===== config.mk =====
export PLATFORM = sky130hd
export DESIGN_NAME = seq_tx_8
export DESIGN_NICKNAME = d
export VERILOG_FILES = /design/src/rtl/seq_tx_8.sv
export SDC_FILE = /design/constraint.sdc
export NUM_CORES = 1
export LEC_CHECK = 0
export ABC_CLOCK_PERIOD_IN_PS = 3600
export BUFFER_PORTS_ARGS = -buffer_cell sky130_fd_sc_hd__buf_2
export CAP_MARGIN = 10
export CORE_MARGIN = 3
export CORE_UTILIZATION = 40
export DETAILED_ROUTE_END_ITERATION = 8
export PLACE_DENSITY = 0.71
export RECOVER_POWER = 50
export SLEW_MARGIN = 0
export SYNTH_ARGS = -nofsm -noshare
export SYNTH_HDL_FRONTEND = slang
export SYNTH_SLANG_ARGS = --single-unit

===== constraint.sdc =====
create_clock -name clk -period 3.6 [get_ports clk]
set_input_delay 0 -clock clk [delete_from_list [all_inputs] [get_ports clk]]
set_output_delay 0 -clock clk [all_outputs]
set_load 0.01 [all_outputs]

===== src/rtl/seq_tx_8.sv =====
// seq_tx_8: parallel-to-serial frame transmitter, MSB first, with optional bit stuffing
module seq_tx_8 #(
  parameter int DATA_W    = 8,
  parameter int STUFF_EN  = 1,
  parameter int STUFF_LEN = 5
) (
  input  logic              clk,
  input  logic              rst_n,
  input  logic              load,
  input  logic [DATA_W-1:0] data_in,
  output logic              ready,
  output logic              dout,
  output logic              tx_active,
  output logic              stuff_bit,
  output logic              done
);
  localparam int CW   = DATA_W > 1 ? $clog2(DATA_W) : 1;
  localparam int RMAX = DATA_W > STUFF_LEN ? DATA_W : STUFF_LEN;
  localparam int RW   = $clog2(RMAX + 1);
  typedef enum logic [3:0] {
    IDLE  = 4'b0001,
    SHIFT = 4'b0010,
    STUFF = 4'b0100,
    DONE  = 4'b1000
  } state_t;
  state_t            state, state_n;
  logic [DATA_W-1:0] sh, sh_n;
  logic [CW-1:0]     cnt, cnt_n, cnt_dec;
  logic [RW-1:0]     run, run_n;
  logic              last, last_n, nb, stuff_due;
  logic              dout_n, tx_n, stuff_n, done_n;
  assign ready     = state == IDLE;
  assign cnt_dec   = cnt - 1'b1;
  assign nb        = sh[cnt_dec];
  assign stuff_due = (STUFF_EN != 0) && (run == RW'(STUFF_LEN));
  // cnt indexes the data bit currently on dout; outputs are registered one cycle ahead
  always_comb begin
    state_n = IDLE;
    sh_n    = sh;
    cnt_n   = cnt;
    run_n   = run;
    last_n  = last;
    dout_n  = 1'b1;
    tx_n    = 1'b0;
    stuff_n = 1'b0;
    done_n  = 1'b0;
    case (state)
      IDLE: if (load) begin
        state_n = SHIFT;
        sh_n    = data_in;
        cnt_n   = CW'(DATA_W - 1);
        run_n   = RW'(1);
        last_n  = data_in[DATA_W-1];
        dout_n  = data_in[DATA_W-1];
        tx_n    = 1'b1;
      end
      SHIFT, STUFF: if (state == SHIFT && stuff_due) begin
        state_n = STUFF;
        dout_n  = ~last;
        tx_n    = 1'b1;
        stuff_n = 1'b1;
        run_n   = RW'(1);
        last_n  = ~last;
      end else if (cnt == '0) begin
        state_n = DONE;
        done_n  = 1'b1;
      end else begin
        state_n = SHIFT;
        cnt_n   = cnt_dec;
        dout_n  = nb;
        tx_n    = 1'b1;
        run_n   = nb == last ? run + 1'b1 : RW'(1);
        last_n  = nb;
      end
      default: state_n = IDLE;
    endcase
  end
  always_ff @(posedge clk or negedge rst_n)
    if (!rst_n) begin
      state     <= IDLE;
      sh        <= '0;
      cnt       <= '0;
      run       <= '0;
      last      <= 1'b0;
      dout      <= 1'b1;
      tx_active <= 1'b0;
      stuff_bit <= 1'b0;
      done      <= 1'b0;
    end else begin
      state     <= state_n;
      sh        <= sh_n;
      cnt       <= cnt_n;
      run       <= run_n;
      last      <= last_n;
      dout      <= dout_n;
      tx_active <= tx_n;
      stuff_bit <= stuff_n;
      done      <= done_n;
    end
endmodule


==> impl_metrics.env <==
export IMPL_synth_area_top_cells="dfrtp_1 49%, mux2_1 8.9%, dfstp_2 4.6%"
export IMPL_setup_ws_ns=1.40
export IMPL_synth_top_cell_area_share_pct=48.5
export IMPL_ys_warn_count=0
export IMPL_post_route_min_period_ns=2.20
export IMPL_drv_cap=0
export IMPL_path_buf_inv=1
export IMPL_crit_cells=7
export IMPL_io_buffers=15
export IMPL_critPathMaxFanout=10
export IMPL_yosysUniqueCellTypes=34
export IMPL_final_nets=130
export IMPL_worstMarginPinSlew_ns=1.27
export IMPL_start_kind="flop"
export IMPL_r2r_worst_path_cells=7
export IMPL_drive_above_1_share_pct=20.4
export IMPL_vias=775
export IMPL_cts_tree="yes"
export IMPL_crit_family="simple AND/OR/NAND/NOR gates"
export IMPL_worstHoldPathType="in2reg"
export IMPL_rows=18
export IMPL_slew_headroom_pct=15.2
export IMPL_firstDrtPassIters=4
export IMPL_cp_arrival_ns=2.41
export IMPL_cp_slowest_cell="or4_1"
export IMPL_cp_startpoint="run[1]"
export IMPL_grt_use_total_pct=14.6
export IMPL_powerDensity_nw_per_um2=743
export IMPL_hold_end="dout"
export IMPL_wl_um=2160
export IMPL_fmax_mhz=455
export IMPL_final_common_cell="dfrtp_1"
export IMPL_grt_max_degree=25
export IMPL_drtIter0Drc=7
export IMPL_n_antenna_cell=0
export IMPL_grt_pass1_wl_um=3820
export IMPL_cts_root_buf="clkbuf_4"
export IMPL_period_share_pct=61.1
export IMPL_place_hpwl_um=1550
export IMPL_vias_per_cell=5.42
export IMPL_outcome="completed"
export IMPL_area_growth_syn_to_layout_pct=18.6
export IMPL_ys_ff_latch=24
export IMPL_critical_path_required_ns=3.81
export IMPL_start_util_pct=43.8
export IMPL_cts_resized=0
export IMPL_drcViolationCount=0
export IMPL_core_area_um2=2590
export IMPL_syn_avg_cell_area_um2=12.9
export IMPL_grt_pass1_vias=859
export IMPL_p_leak_nw=0.604
export IMPL_cts_made_buffers=3
export IMPL_wire_per_inst_um=15.1
export IMPL_clock_path_buffers=2
export IMPL_drv_slew=0
export IMPL_ios=16
export IMPL_end_kind="flop"
export IMPL_reg2reg_from="run[1]"
export IMPL_grt_overflow=0
export IMPL_path_clk_slew_ns=0.12
export IMPL_clock_sinks=24
export IMPL_synth_enable_flop_cells=0
export IMPL_critPathKind="reg2reg"
export IMPL_ys_seq_area_share_pct=53.1
export IMPL_rsz0062_at_grt="no"
export IMPL_fillers=222
export IMPL_most_common_layout_cells="22 x dfrtp_1, 12 x buf_2, 9 x mux2_1, 9 x dlygate4sd3_1, 6 x nor2_1"
export IMPL_setup_tns_ns=0
export IMPL_min_from="load"
export IMPL_dieArea_um2=3510
export IMPL_gp_congestion=0.762
export IMPL_skew_ns=0.00212
export IMPL_min_path_cells=5
export IMPL_instances_no_fill=143
export IMPL_syn_nets=103
export IMPL_r2r_slack_ns=1.40
export IMPL_synth_flop_cell="dfrtp_1"
export IMPL_die_h_um=59.3
export IMPL_pre_cts_ws_ns=1.41
export IMPL_final_antenna_net_count=0
export IMPL_ir_worst_vdd_mv=0.477
export IMPL_setup_viol=0
export IMPL_reg2reg_to="cnt[2]"
export IMPL_grt_antenna_before_repair=0
export IMPL_postSynthCellCount=88
export IMPL_htree_num_levels=1
export IMPL_path_cells="inv_1, ha_1, nand3b_1, or4_1, nand3_2, mux2_1, o22a_1"
export IMPL_insertion_delay_ns=0.31
export IMPL_synth_area_leader_cell="dfrtp_1"
export IMPL_hold_violations=0
export IMPL_critPathMaxStageDelay_ns=0.60
export IMPL_placedCellCount=131
export IMPL_die_w_um=59.3
export IMPL_async_flop_share_pct=100
export IMPL_synth_cell_area_um2=1130
[logic make-up after synthesis]
| family | synth area share, % |
|---|---|
| mux | 16.5 |
| compound gates | 8.93 |
| fa+ha+maj | 4.41 |
| xor+xnor | 2.32 |
| buf+inv | 2.54 |
| simple gates | 12.1 |
| flops | 53.1 |
[power breakdown]
part           switching [mW]  internal [mW]
combinational           0.223          0.222
sequential             0.0675          0.375
clock                  0.0751         0.0391
total                   0.365          0.636
[worst reg2reg max path, cell delays in order (launching register included)]
cell,delay (ns)
dfrtp_1,0.41
inv_1,0.08
ha_1,0.15
nand3b_1,0.08
or4_1,0.60
nand3_2,0.23
mux2_1,0.35
o22a_1,0.20
[worst max path at each step]
stage	to	slack, ns
global route	run[2]	1.29
finish	cnt[2]	1.40
CTS	cnt[2]	1.39
floorplan	cnt[2]	1.60
detailed placement	cnt[2]	1.41
global placement	cnt[2]	1.53
[cell type report]
class / instances / area (um^2) / share of cell area (%)
clock buffers: 3 / 22.5 / 1.67
repair buffers: 24 / 161 / 12.0
well taps: 30 / 37.5 / 2.79
multi-input cells: 57 / 503 / 37.4
flip-flops and latches: 24 / 603 / 44.8
inverters: 5 / 18.8 / 1.39
[state kept, by name (all words and copies together) (netlist names)]
signal     count
run            4
cnt            3
done           1
tx_active      1
dout           1
stuff_bit      1
last           1
state          4
sh             8
[cell usage after synthesis (2+ instances only)]
cell,n
dfrtp_1,22
mux2_1,9
nor2_1,6
ha_1,4
a21oi_1,3
inv_1,3
nand2_1,3
nand2b_1,3
xnor2_1,3
a22o_1,2
buf_2,2
dfstp_2,2
inv_2,2
mux4_1,2
nor2b_1,2
o31ai_1,2
[metrics by stage]
step | power, mW | util [%] | hold WS [ns] | area [um^2]
3_3_place_gp | 0.851 | 47.8 | -0.00231 | 1240
5_1_grt | 1.08 | 52.0 | 0.315 | 1350
6_report | 1.00 | 52.0 | 0.276 | 1350
3_5_place_dp | 0.891 | 47.8 | 0.00741 | 1240
2_1_floorplan | 0.773 | - | -0.296 | 1130
4_1_cts | 1.02 | 52.1 | 0.192 | 1350
[metal layers]
layer	GRT usage, %	up-vias	share of wire, %
met3	4.58	2	4.5
met5	0	-	0
met1	15.9	384	41
met2	27.5	19	54
met4	2.91	0	0.69
li1	-	370	-
[repair_timing]
item                      CTS  global route
hold buffers                9             0
hold endpoints to repair   31             0
buffers inserted            0             0
(Power assumes the default switching activity.)
